--- src/rtl/bp_fe_fetch_queue.sv ---
// Fetch queue between the frontend realigner and the backend issue logic.
// Latency: an accepted entry is visible at the head one cycle later (no bypass).
// Backpressure: fetch_ready_o drops when full; a same-cycle dequeue does not reopen it.
//
// Ports:
//   clk_i, reset_i            clock, synchronous active-high reset
//   redirect_v_i              backend redirect, flushes every queued entry
//   fetch_*_i / fetch_ready_o enqueue side: pc, instr, exception flag, partial flag
//   deq_*_o / deq_yumi_i      dequeue side: head entry and consumer take
//   count_o                   occupancy, 0..els_p

package bp_fe_fetch_queue_pkg;

  typedef enum logic [1:0] {
    e_bp_default_cfg = 2'd0
  } bp_params_e;

  localparam int instr_width_gp = 32;

  // Virtual address width carried by each processor configuration.
  function automatic int vaddr_width(input bp_params_e cfg);
    case (cfg)
      e_bp_default_cfg: return 39;
      default:          return 39;
    endcase
  endfunction

endpackage

module bp_fe_fetch_queue
  import bp_fe_fetch_queue_pkg::*;
#(
  parameter bp_params_e bp_params_p = e_bp_default_cfg,
  parameter int         els_p       = 4,
  localparam int        vaddr_width_p = vaddr_width(bp_params_p),
  localparam int        ptr_w_lp      = $clog2(els_p),
  localparam int        cnt_w_lp      = $clog2(els_p + 1)
) (
  input  logic                      clk_i,
  input  logic                      reset_i,

  input  logic                      redirect_v_i,

  input  logic                      fetch_v_i,
  input  logic [vaddr_width_p-1:0]  fetch_pc_i,
  input  logic [instr_width_gp-1:0] fetch_instr_i,
  input  logic                      fetch_exception_v_i,
  input  logic                      fetch_partial_i,
  output logic                      fetch_ready_o,

  output logic                      deq_v_o,
  output logic [vaddr_width_p-1:0]  deq_pc_o,
  output logic [instr_width_gp-1:0] deq_instr_o,
  output logic                      deq_exception_v_o,
  output logic                      deq_partial_o,
  input  logic                      deq_yumi_i,

  output logic [cnt_w_lp-1:0]       count_o
);

  typedef struct packed {
    logic [vaddr_width_p-1:0]  pc;
    logic [instr_width_gp-1:0] instr;
    logic                      exception_v;
    logic                      partial;
  } entry_t;

  localparam logic [cnt_w_lp-1:0] full_cnt_lp = cnt_w_lp'(els_p);

  entry_t              mem_q [els_p];
  logic [ptr_w_lp-1:0] wr_ptr_q, wr_ptr_d;
  logic [ptr_w_lp-1:0] rd_ptr_q, rd_ptr_d;
  logic [cnt_w_lp-1:0] count_q, count_d;

  logic enq_fire, deq_fire;

  // Handshakes depend only on registered occupancy, so ready/valid never
  // combinationally depend on the opposite side of the queue.
  assign fetch_ready_o = (count_q != full_cnt_lp);
  assign deq_v_o       = (count_q != '0);
  assign count_o       = count_q;

  // A redirect cycle kills both transfers even though ready/valid still
  // show the pre-flush state.
  assign enq_fire = fetch_v_i  & fetch_ready_o & ~redirect_v_i;
  assign deq_fire = deq_yumi_i & deq_v_o       & ~redirect_v_i;

  always_comb begin
    wr_ptr_d = wr_ptr_q;
    rd_ptr_d = rd_ptr_q;
    count_d  = count_q;
    if (redirect_v_i) begin
      wr_ptr_d = '0;
      rd_ptr_d = '0;
      count_d  = '0;
    end else begin
      // Depth is a power of two, so pointer overflow is the modulo wrap.
      if (enq_fire) wr_ptr_d = wr_ptr_q + ptr_w_lp'(1);
      if (deq_fire) rd_ptr_d = rd_ptr_q + ptr_w_lp'(1);
      case ({enq_fire, deq_fire})
        2'b10:   count_d = count_q + cnt_w_lp'(1);
        2'b01:   count_d = count_q - cnt_w_lp'(1);
        default: count_d = count_q;
      endcase
    end
  end

  always_ff @(posedge clk_i) begin
    if (reset_i) begin
      wr_ptr_q <= '0;
      rd_ptr_q <= '0;
      count_q  <= '0;
    end else begin
      wr_ptr_q <= wr_ptr_d;
      rd_ptr_q <= rd_ptr_d;
      count_q  <= count_d;
    end
  end

  // Entry storage carries no reset; head contents are meaningless while
  // deq_v_o is low.
  always_ff @(posedge clk_i) begin
    if (enq_fire) begin
      mem_q[wr_ptr_q] <= '{pc:          fetch_pc_i,
                           instr:       fetch_instr_i,
                           exception_v: fetch_exception_v_i,
                           partial:     fetch_partial_i};
    end
  end

  assign deq_pc_o          = mem_q[rd_ptr_q].pc;
  assign deq_instr_o       = mem_q[rd_ptr_q].instr;
  assign deq_exception_v_o = mem_q[rd_ptr_q].exception_v;
  assign deq_partial_o     = mem_q[rd_ptr_q].partial;

endmodule

--- config.mk ---
export PLATFORM = sky130hd
export DESIGN_NAME = bp_fe_fetch_queue
export DESIGN_NICKNAME = d
export VERILOG_FILES = /design/src/rtl/bp_fe_fetch_queue.sv
export SDC_FILE = /design/constraint.sdc
export NUM_CORES = 1
export LEC_CHECK = 0
export BUFFER_PORTS_ARGS = -buffer_cell sky130_fd_sc_hd__clkbuf_2
export CAP_MARGIN = 20
export CORE_MARGIN = 8
export CORE_UTILIZATION = 57
export CTS_CLUSTER_SIZE = 25
export DETAILED_ROUTE_END_ITERATION = 8
export HOLD_SLACK_MARGIN = 0.1
export PLACE_DENSITY = 0.88
export SETUP_SLACK_MARGIN = 0.4
export SLEW_MARGIN = 0
export SYNTH_ARGS = -nofsm -noshare
export SYNTH_HDL_FRONTEND = slang
export SYNTH_SLANG_ARGS = --single-unit
--- constraint.sdc ---
create_clock -name clk_i -period 2.9 [get_ports clk_i]
set_clock_uncertainty 0.2 [all_clocks]
set_input_delay 0.58 -clock clk_i [delete_from_list [all_inputs] [get_ports clk_i]]
set_output_delay 0.58 -clock clk_i [all_outputs]
set_load 0.05 [all_outputs]
==> impl_results.html, run 1 <==
<table>
<tr><th>Metric</th><th>Value</th></tr>
<tr><th colspan="2">Worst setup path</th></tr>
<tr><td>Highest net fanout along the worst path</td><td>7</td></tr>
<tr><td>Data arrival time of the critical path</td><td>1.95 ns</td></tr>
<tr><td>Type of origin of the critical path</td><td>flop</td></tr>
<tr><td>Category of the most critical setup path</td><td>flop to output pin</td></tr>
<tr><td>Required time at the endpoint of the critical path</td><td>2.12 ns</td></tr>
<tr><td>Kind of end point of the critical path</td><td>output pin</td></tr>
<tr><th colspan="2">Logic synthesis</th></tr>
<tr><td>Summed instance area of the synthesized netlist</td><td>11000 sq um</td></tr>
<tr><td>Combinational family with the most area after synthesis</td><td>multiplexers</td></tr>
<tr><td>Fraction of synthesized area in multiplexers</td><td>14.9%</td></tr>
<tr><td>Syn Nets</td><td>523</td></tr>
<tr><td>Xor/xnor share of the synthesized area</td><td>0.159%</td></tr>
<tr><td>Cell with the most instances after synthesis</td><td>sky130_fd_sc_hd__edfxtp_1</td></tr>
<tr><td>Synthesized-area fraction occupied by and/or/nand/nor cells</td><td>1.17%</td></tr>
<tr><td>Compound-cell area share of the yosys netlist</td><td>0.601%</td></tr>
<tr><td>Synth Warn #</td><td>0</td></tr>
<tr><td>Yosys top cell by area</td><td>sky130_fd_sc_hd__edfxtp_1</td></tr>
<tr><td>Avg Inst Size Synth</td><td>25.1 sq um</td></tr>
<tr><td>Commonest cells in the netlist</td><td>sky130_fd_sc_hd__edfxtp_1, sky130_fd_sc_hd__mux4_2, sky130_fd_sc_hd__dfxtp_1, sky130_fd_sc_hd__buf_2</td></tr>
<tr><td>Top FF cell, synth</td><td>sky130_fd_sc_hd__edfxtp_1</td></tr>
<tr><td>Number of synthesized register bits</td><td>301</td></tr>
<tr><td>Top cell type's share of synthesized area</td><td>79.5%</td></tr>
<tr><td>Number of enable-type register cells in the synthesized netlist</td><td>292</td></tr>
<tr><td>Gate Count Post-Synth</td><td>439</td></tr>
<tr><td>Number of distinct library cells after synthesis</td><td>29</td></tr>
<tr><td>Fraction of the mapped netlist area in adder cells</td><td>0.749%</td></tr>
<tr><td>Proportion of synthesized flip-flops having asynchronous set or reset</td><td>0%</td></tr>
<tr><td>Dominant cells by area after synthesis</td><td>sky130_fd_sc_hd__edfxtp_1, sky130_fd_sc_hd__mux4_2, sky130_fd_sc_hd__dfxtp_1</td></tr>
<tr><td>Share of synthesized area occupied by flip-flops and latches</td><td>81.2%</td></tr>
<tr><th colspan="2">Placed design</th></tr>
<tr><td>Gpl congestion</td><td>0.778</td></tr>
<tr><td>Total half-perimeter wirelength after legalization and detailed placement</td><td>12.8 mm</td></tr>
<tr><td>Number of buffers inserted by port buffering</td><td>155</td></tr>
<tr><td>Minimum setup slack after placement</td><td>0.294 ns</td></tr>
<tr><th colspan="2">STA</th></tr>
<tr><td>Transition time at the pin with the least slew margin</td><td>0.661 ns</td></tr>
<tr><td>RSZ-0062 raised after global routing</td><td>yes</td></tr>
<tr><td>Final setup viols</td><td>0</td></tr>
<tr><td>Pins over their slew limit</td><td>0</td></tr>
<tr><td>Final critical-path setup slack</td><td>0.172 ns</td></tr>
<tr><td>Worst max-slew margin expressed relative to the limit</td><td>55.8%</td></tr>
<tr><td>Time the final worst path needs with I/O delays and setup</td><td>2.73 ns</td></tr>
<tr><td>Aggregate negative setup slack</td><td>0 ns</td></tr>
<tr><td>Number of hold violations in the final report</td><td>0</td></tr>
<tr><td>Achievable clock frequency</td><td>367 MHz</td></tr>
<tr><td>Share of the clock period used by the worst path</td><td>94.1%</td></tr>
<tr><td>Final hold slack</td><td>0.234 ns</td></tr>
<tr><th colspan="2">Drt</th></tr>
<tr><td>Number of remaining DRC errors</td><td>0</td></tr>
<tr><td>1st-iter DRT viols</td><td>335</td></tr>
<tr><td>Number of search-and-repair iterations in the first detailed-routing pass</td><td>5</td></tr>
<tr><td>Vias</td><td>5584</td></tr>
<tr><td>Average wire per standard cell</td><td>25.4 um</td></tr>
<tr><td>Final routed wirelength across all metal layers</td><td>25.2 mm</td></tr>
<tr><td>Drt via density</td><td>5.61</td></tr>
<tr><td>Post-route antenna net violation count</td><td>0</td></tr>
<tr><th colspan="2">Flow run</th></tr>
<tr><td>Number of maximum-capacitance constraint violations</td><td>0</td></tr>
<tr><th colspan="2">Global routing</th></tr>
<tr><td>Total congestion overflow</td><td>0</td></tr>
<tr><td>Initial antenna violation count</td><td>1</td></tr>
<tr><td>Global-route usage over all layers</td><td>20.2%</td></tr>
<tr><td>Number of global-route vias before repair</td><td>6380</td></tr>
<tr><td>First-pass GRT wire length</td><td>36.5 mm</td></tr>
<tr><td>Maximum number of pins on one net before global-route repair</td><td>74</td></tr>
<tr><th colspan="2">Finish</th></tr>
<tr><td># nets final</td><td>794</td></tr>
<tr><td>Diodes inserted</td><td>0</td></tr>
<tr><td>Area Overhead vs Synth</td><td>36.0%</td></tr>
<tr><td>Share of final-layout standard cells stronger than drive strength 1</td><td>43.8%</td></tr>
<tr><th colspan="2">Clock tree</th></tr>
<tr><td>H-tree depth reported by CTS</td><td>1</td></tr>
<tr><td>Inserted Clock Buffers</td><td>29</td></tr>
<tr><td>Clock Sinks</td><td>301</td></tr>
<tr><td>Clock root buffer</td><td>sky130_fd_sc_hd__clkbuf_16</td></tr>
<tr><td>Clock transition at the registers of the reported paths</td><td>0.06 ns</td></tr>
<tr><td>Clock tree from TritonCTS</td><td>yes</td></tr>
<tr><td>Buffers from clock root to sink, at most</td><td>3</td></tr>
<tr><td>Clk_lat worst skew</td><td>0.52 ns</td></tr>
<tr><th colspan="2">Min path</th></tr>
<tr><td>Path class of the lowest-slack min-delay path</td><td>input port to flop</td></tr>
<tr><th colspan="2">Outcome</th></tr>
<tr><td>Run status</td><td>finished, final reports clean</td></tr>
<tr><th colspan="2">Die</th></tr>
<tr><td>Height of the chip</td><td>155 um</td></tr>
<tr><td>Placeable Area</td><td>19200 sq um</td></tr>
<tr><td>Die X-Extent</td><td>155 um</td></tr>
<tr><td>Die area</td><td>24000 sq um</td></tr>
<tr><td>Initial core utilization</td><td>57.4%</td></tr>
<tr><td>Boundary pin count</td><td>156</td></tr>
<tr><td>Site Rows</td><td>51</td></tr>
<tr><th colspan="2">Pwr</th></tr>
<tr><td>Power density cells</td><td>603 nW/um^2</td></tr>
<tr><td>Largest vdd supply drop</td><td>584 uV</td></tr>
<tr><td>Leakage power</td><td>5.10 nW</td></tr>
</table>
[area by class of cell]
cell class              instances  area (sq um)
well taps                     265           332
flip-flops and latches        301          8970
clock buffers                  40           807
multi-input cells             113          2000
inverters                       7          28.8
clock inverters                11          81.3
repair buffers                258          2780
fillers                       893          4210
[final timing paths]
check | from | end | slack, ns | cells past startpoint
worst max-delay path | flop | deq_pc_o[1] | 0.17 | 4
worst max register to register | count_o[2] | count_o[2] | 0.35 | 9
worst min register to register | rd_ptr_q[1] | flop | 0.33 | 2
worst min-delay path | reset_i | wr_ptr_q[1] | 0.23 | 4
[per-layer routing]
metal / routed length (um) / vias to the layer above / global-route usage, %
met3: 1830 / 53 / 4.52
met2: 13900 / 248 / 36.7
met4: 578 / 2 / 6.30
met5: 8 / - / 0
met1: 8950 / 2857 / 23.4
li1: - / 2424 / -
[registers in the layout, indices dropped and copies added (netlist names), named ones only]
register	flops
rd_ptr_q	2
count_o	3
wr_ptr_q	2
mem_q	292
[cell families after synthesis]
group / count (synthesis)
AOI/OAI and AO/OA: 11
xor gates and xnor gates: 2
buffers and inverters: 25
and+or+nand+nor: 21
muxes: 73
adders and majority gates: 6
DFF: 301
[worst max-delay path, stage by stage (launching register included)]
cell and delay (ns):
sky130_fd_sc_hd__dfxtp_4 0.38, sky130_fd_sc_hd__buf_6 0.15, sky130_fd_sc_hd__clkbuf_16 0.18, sky130_fd_sc_hd__mux4_2 0.52, sky130_fd_sc_hd__clkbuf_8 0.20
[through the flow]
stage	total power (W)	area, sq um	std cells	utilization (%)
floorplan	0.00521	11100	439	-
global placement	0.00537	12300	852	63.9
detailed placement	0.00540	12300	852	63.9
CTS	0.00901	14700	986	76.6
global route	0.00928	15000	995	78.1
finish	0.00905	15000	995	78.1
[repair_timing]
item	CTS	global route
endpoints found under the setup margin	75	74
gates cloned	4	4
pin swaps	0	3
buffers inserted	6	5
gates resized for setup	154	84
endpoints found under the hold margin	292	0
hold buffers	73	0
[cells in the final DEF (no fill, tap or decap), drive strengths merged, types with 2 or more instances in the layout]
cell type    Yosys  routed
edfxtp         292     292
clkbuf           1     130
buf             17      94
mux4            73      73
dlygate4sd3      0      73
dfxtp            9       9
clkinv           0       9
inv              7       8
a21oi            6       6
nor2             5       5
ha               5       5
and3             4       4
o21ai            3       3
or3              3       3
xor2             2       2
[where the power goes]
part | leakage [nW] | internal, W | switching [W] | total (W)
combinational | 1.93 | 0.000300 | 0.000370 | 0.000670
sequential | 2.73 | 0.00483 | 0.0000193 | 0.00485
clock | 0.440 | 0.00202 | 0.00151 | 0.00353
(Power assumes the default switching activity.)
==> inputs of run 2 (changes only) <==
Settings changed: SETUP_SLACK_MARGIN 0.4 to unset.
Clock period 2.9 ns to 2.57 ns, I/O delays scaled along.
==> run 2 against run 1 <==
Sequential power increased by 13%. Power increased by 12%. Via count is 1.1% lower. Sequential share of layout area increased by 0.64 points. The run now ends with setup timing left. Wire length shrank 2.3%.
==> impl_results.html, run 2 (same netlist as run 1, synthesis figures left out) <==
<table>
<tr><th>Metric</th><th>Value</th></tr>
<tr><th colspan="2">Clock tree</th></tr>
<tr><td>Clock root buffer</td><td>sky130_fd_sc_hd__clkbuf_16</td></tr>
<tr><td>Clock transition at the registers of the reported paths</td><td>0.06 ns (about the same)</td></tr>
<tr><td>H-tree depth reported by CTS</td><td>1 (unchanged)</td></tr>
<tr><td>Inserted Clock Buffers</td><td>29 (unchanged)</td></tr>
<tr><td>Clk_lat worst skew</td><td>0.52 ns (about the same)</td></tr>
<tr><td>Clock Sinks</td><td>301 (unchanged)</td></tr>
<tr><td>Buffers from clock root to sink, at most</td><td>3 (unchanged)</td></tr>
<tr><td>Clock tree from TritonCTS</td><td>yes</td></tr>
<tr><th colspan="2">Drt</th></tr>
<tr><td>Vias</td><td>5522 (-1.1%)</td></tr>
<tr><td>1st-iter DRT viols</td><td>313 (-6.6%)</td></tr>
<tr><td>Post-route antenna net violation count</td><td>0 (unchanged)</td></tr>
<tr><td>Average wire per standard cell</td><td>24.7 um (-2.4%)</td></tr>
<tr><td>Number of search-and-repair iterations in the first detailed-routing pass</td><td>6 (+1)</td></tr>
<tr><td>Drt via density</td><td>5.54 (-1.2%)</td></tr>
<tr><td>Final routed wirelength across all metal layers</td><td>24.6 mm (-2.3%)</td></tr>
<tr><td>Number of remaining DRC errors</td><td>0 (unchanged)</td></tr>
<tr><th colspan="2">Worst setup path</th></tr>
<tr><td>Data arrival time of the critical path</td><td>1.96 ns (about the same)</td></tr>
<tr><td>Reg2Reg Capture Point</td><td>count_o[2]</td></tr>
<tr><td>Kind of end point of the critical path</td><td>output pin</td></tr>
<tr><td>Required time at the endpoint of the critical path</td><td>1.86 ns (-0.26 ns)</td></tr>
<tr><td>Number of stages on the worst setup path</td><td>4 (unchanged)</td></tr>
<tr><td>Type of origin of the critical path</td><td>flop</td></tr>
<tr><td>Largest delay contributor family on the critical path</td><td>multiplexers</td></tr>
<tr><td>Category of the most critical setup path</td><td>flop to output pin</td></tr>
<tr><td>Worst path max stage delay</td><td>0.57 ns (+0.05 ns)</td></tr>
<tr><td>Reg-to-reg slack, setup</td><td>0.12 ns (-0.23 ns)</td></tr>
<tr><td>Buffers and inverters on the worst path</td><td>3 (unchanged)</td></tr>
<tr><td>Reg-to-reg critical path startpoint</td><td>count_o[1]</td></tr>
<tr><td>Cell chain of the critical path</td><td>buf_12, buf_16, mux4_2, buf_8</td></tr>
<tr><td>Critical path's slowest cell</td><td>sky130_fd_sc_hd__mux4_2</td></tr>
<tr><td>Highest net fanout along the worst path</td><td>12 (+5)</td></tr>
<tr><td>Destination of the critical timing path</td><td>deq_instr_o[7]</td></tr>
<tr><td>Cells on worst reg2reg path</td><td>9 (unchanged)</td></tr>
<tr><th colspan="2">Min path</th></tr>
<tr><td>Path class of the lowest-slack min-delay path</td><td>input port to flop</td></tr>
<tr><th colspan="2">Finish</th></tr>
<tr><td>Max reg flops</td><td>292 (unchanged)</td></tr>
<tr><td>Most common library cell in the layout ignoring fill and taps</td><td>sky130_fd_sc_hd__edfxtp_1</td></tr>
<tr><td>Register with the most flip-flops</td><td>mem_q</td></tr>
<tr><td>Commonest cells after routing, fill and taps aside</td><td>sky130_fd_sc_hd__edfxtp_1, sky130_fd_sc_hd__clkbuf_2, sky130_fd_sc_hd__mux4_2, sky130_fd_sc_hd__dlygate4sd3_1, sky130_fd_sc_hd__buf_8</td></tr>
<tr><td>Share of final-layout standard cells stronger than drive strength 1</td><td>42.3% (-1.5 points)</td></tr>
<tr><td>Area Overhead vs Synth</td><td>34.5%</td></tr>
<tr><td># nets final</td><td>790 (-0.50%)</td></tr>
<tr><td>Filler-free cell count of the finished design</td><td>996 (+0.10%)</td></tr>
<tr><td>Number of filler cells placed in the layout</td><td>960 (+7.5%)</td></tr>
<tr><th colspan="2">Global routing</th></tr>
<tr><td>Maximum number of pins on one net before global-route repair</td><td>48 (-35%)</td></tr>
<tr><td>First-pass GRT wire length</td><td>35.5 mm (-2.6%)</td></tr>
<tr><td>Global-route usage over all layers</td><td>19.6% (-0.54 points)</td></tr>
<tr><td>Number of global-route vias before repair</td><td>6026 (-5.5%)</td></tr>
<tr><td>Total congestion overflow</td><td>0 (unchanged)</td></tr>
<tr><td>Initial antenna violation count</td><td>2 (+1)</td></tr>
<tr><th colspan="2">Placed design</th></tr>
<tr><td>Minimum setup slack after placement</td><td>0.152 ns (-0.142 ns)</td></tr>
<tr><td>Total half-perimeter wirelength after legalization and detailed placement</td><td>13.1 mm (+2.5%)</td></tr>
<tr><td>Placed cells</td><td>860 (+0.94%)</td></tr>
<tr><td>Number of buffers inserted by port buffering</td><td>155 (unchanged)</td></tr>
<tr><td>Gpl congestion</td><td>0.724 (-6.9%)</td></tr>
<tr><th colspan="2">STA</th></tr>
<tr><td>Number of hold violations in the final report</td><td>0 (unchanged)</td></tr>
<tr><td>Share of the clock period used by the worst path</td><td>104%</td></tr>
<tr><td>Worst max-slew margin expressed relative to the limit</td><td>72.4% (+17 points)</td></tr>
<tr><td>Final critical-path setup slack</td><td>-0.109 ns (-0.281 ns)</td></tr>
<tr><td>Achievable clock frequency</td><td>373 MHz</td></tr>
<tr><td>RSZ-0062 raised after global routing</td><td>yes</td></tr>
<tr><td>Pins over their slew limit</td><td>0 (unchanged)</td></tr>
<tr><td>Transition time at the pin with the least slew margin</td><td>0.414 ns (-0.247 ns)</td></tr>
<tr><td>Final setup viols</td><td>73 (+73)</td></tr>
<tr><td>Aggregate negative setup slack</td><td>-4.54 ns (-4.54 ns)</td></tr>
<tr><td>Time the final worst path needs with I/O delays and setup</td><td>2.68 ns</td></tr>
<tr><th colspan="2">Die</th></tr>
<tr><td>Die X-Extent</td><td>155 um (unchanged)</td></tr>
<tr><td>Boundary pin count</td><td>156 (unchanged)</td></tr>
<tr><td>Initial core utilization</td><td>57.4% (unchanged)</td></tr>
<tr><td>Height of the chip</td><td>155 um (unchanged)</td></tr>
<tr><td>Site Rows</td><td>51 (unchanged)</td></tr>
<tr><td>Die area</td><td>24000 sq um (unchanged)</td></tr>
<tr><td>Placeable Area</td><td>19200 sq um (unchanged)</td></tr>
<tr><th colspan="2">Outcome</th></tr>
<tr><td>Failing checks</td><td>setup timing</td></tr>
<tr><td>Run status</td><td>finished, violations left</td></tr>
<tr><th colspan="2">Pwr</th></tr>
<tr><td>Largest vdd supply drop</td><td>737 uV (+26%)</td></tr>
<tr><td>Final Total Pwr</td><td>0.0101 W (+12%)</td></tr>
<tr><td>Leakage power</td><td>5.02 nW (-1.6%)</td></tr>
<tr><td>Power density cells</td><td>681 nW/um^2 (+13%)</td></tr>
<tr><th colspan="2">Flow run</th></tr>
<tr><td>Number of maximum-capacitance constraint violations</td><td>0 (unchanged)</td></tr>
</table>
run 2: metal layers:
layer	track usage (%)	vias to the layer above	wire (um)
li1	-	2411	-
met1	23.1	2876	9210
met2	36.1	198	13600
met3	4.08	37	1340
met4	4.99	0	485
met5	0	-	0
run 2: report_power, final:
part	switching (W)	internal, W	total, W
combinational	0.000410	0.000326	0.000736
sequential	0.0000208	0.00545	0.00547
clock	0.00164	0.00225	0.00389
total	0.00207	0.00802	0.0101
run 2: layout make-up:
cell class | instances | area, sq um | area share [%]
diodes | 3 | 7.51 | 0.0506
clock buffers | 46 | 810 | 5.46
clock inverters | 7 | 60.1 | 0.405
inverters | 7 | 26.3 | 0.177
multi-input cells | 113 | 1970 | 13.3
flip-flops and latches | 301 | 8960 | 60.4
well taps | 265 | 332 | 2.24
repair buffers | 254 | 2660 | 17.9
run 2: worst min-delay path by stage:
stage	slack [ns]	endpoint	cells past startpoint	start
after floorplan	0.26	flop	2	rd_ptr_q[1]
after global placement	0.27	flop	2	rd_ptr_q[1]
after detailed placement	0.28	flop	2	rd_ptr_q[1]
after CTS	0.11	wr_ptr_q[1]	4	reset_i
after global routing	0.20	wr_ptr_q[1]	4	reset_i
final	0.20	wr_ptr_q[1]	4	reset_i
run 2: stage by stage:
stage	area [sq um]	hold slack (ns)	util, %
6_report	14800	0.197	77.2
5_1_grt	14800	0.200	77.2
4_1_cts	14600	0.110	76.3
3_5_place_dp	12400	0.283	64.3
3_3_place_gp	12400	0.271	64.3
2_1_floorplan	11100	0.259	-
run 2: repair_timing:
item                                    CTS  global route
hold buffers                             73             0
endpoints found under the setup margin   73            73
gates resized for setup                 148            52
endpoints found under the hold margin   292             0
pin swaps                                 0             0
gates cloned                              1             4
setup buffers                             1             1
run 2: tightest hold or removal path, delay by kind of cell:
family                 cells  cell delay [ns]
and+or+nand+nor            2             0.16
buffers and inverters      1             0.10
AOI/OAI and AO/OA          1             0.08
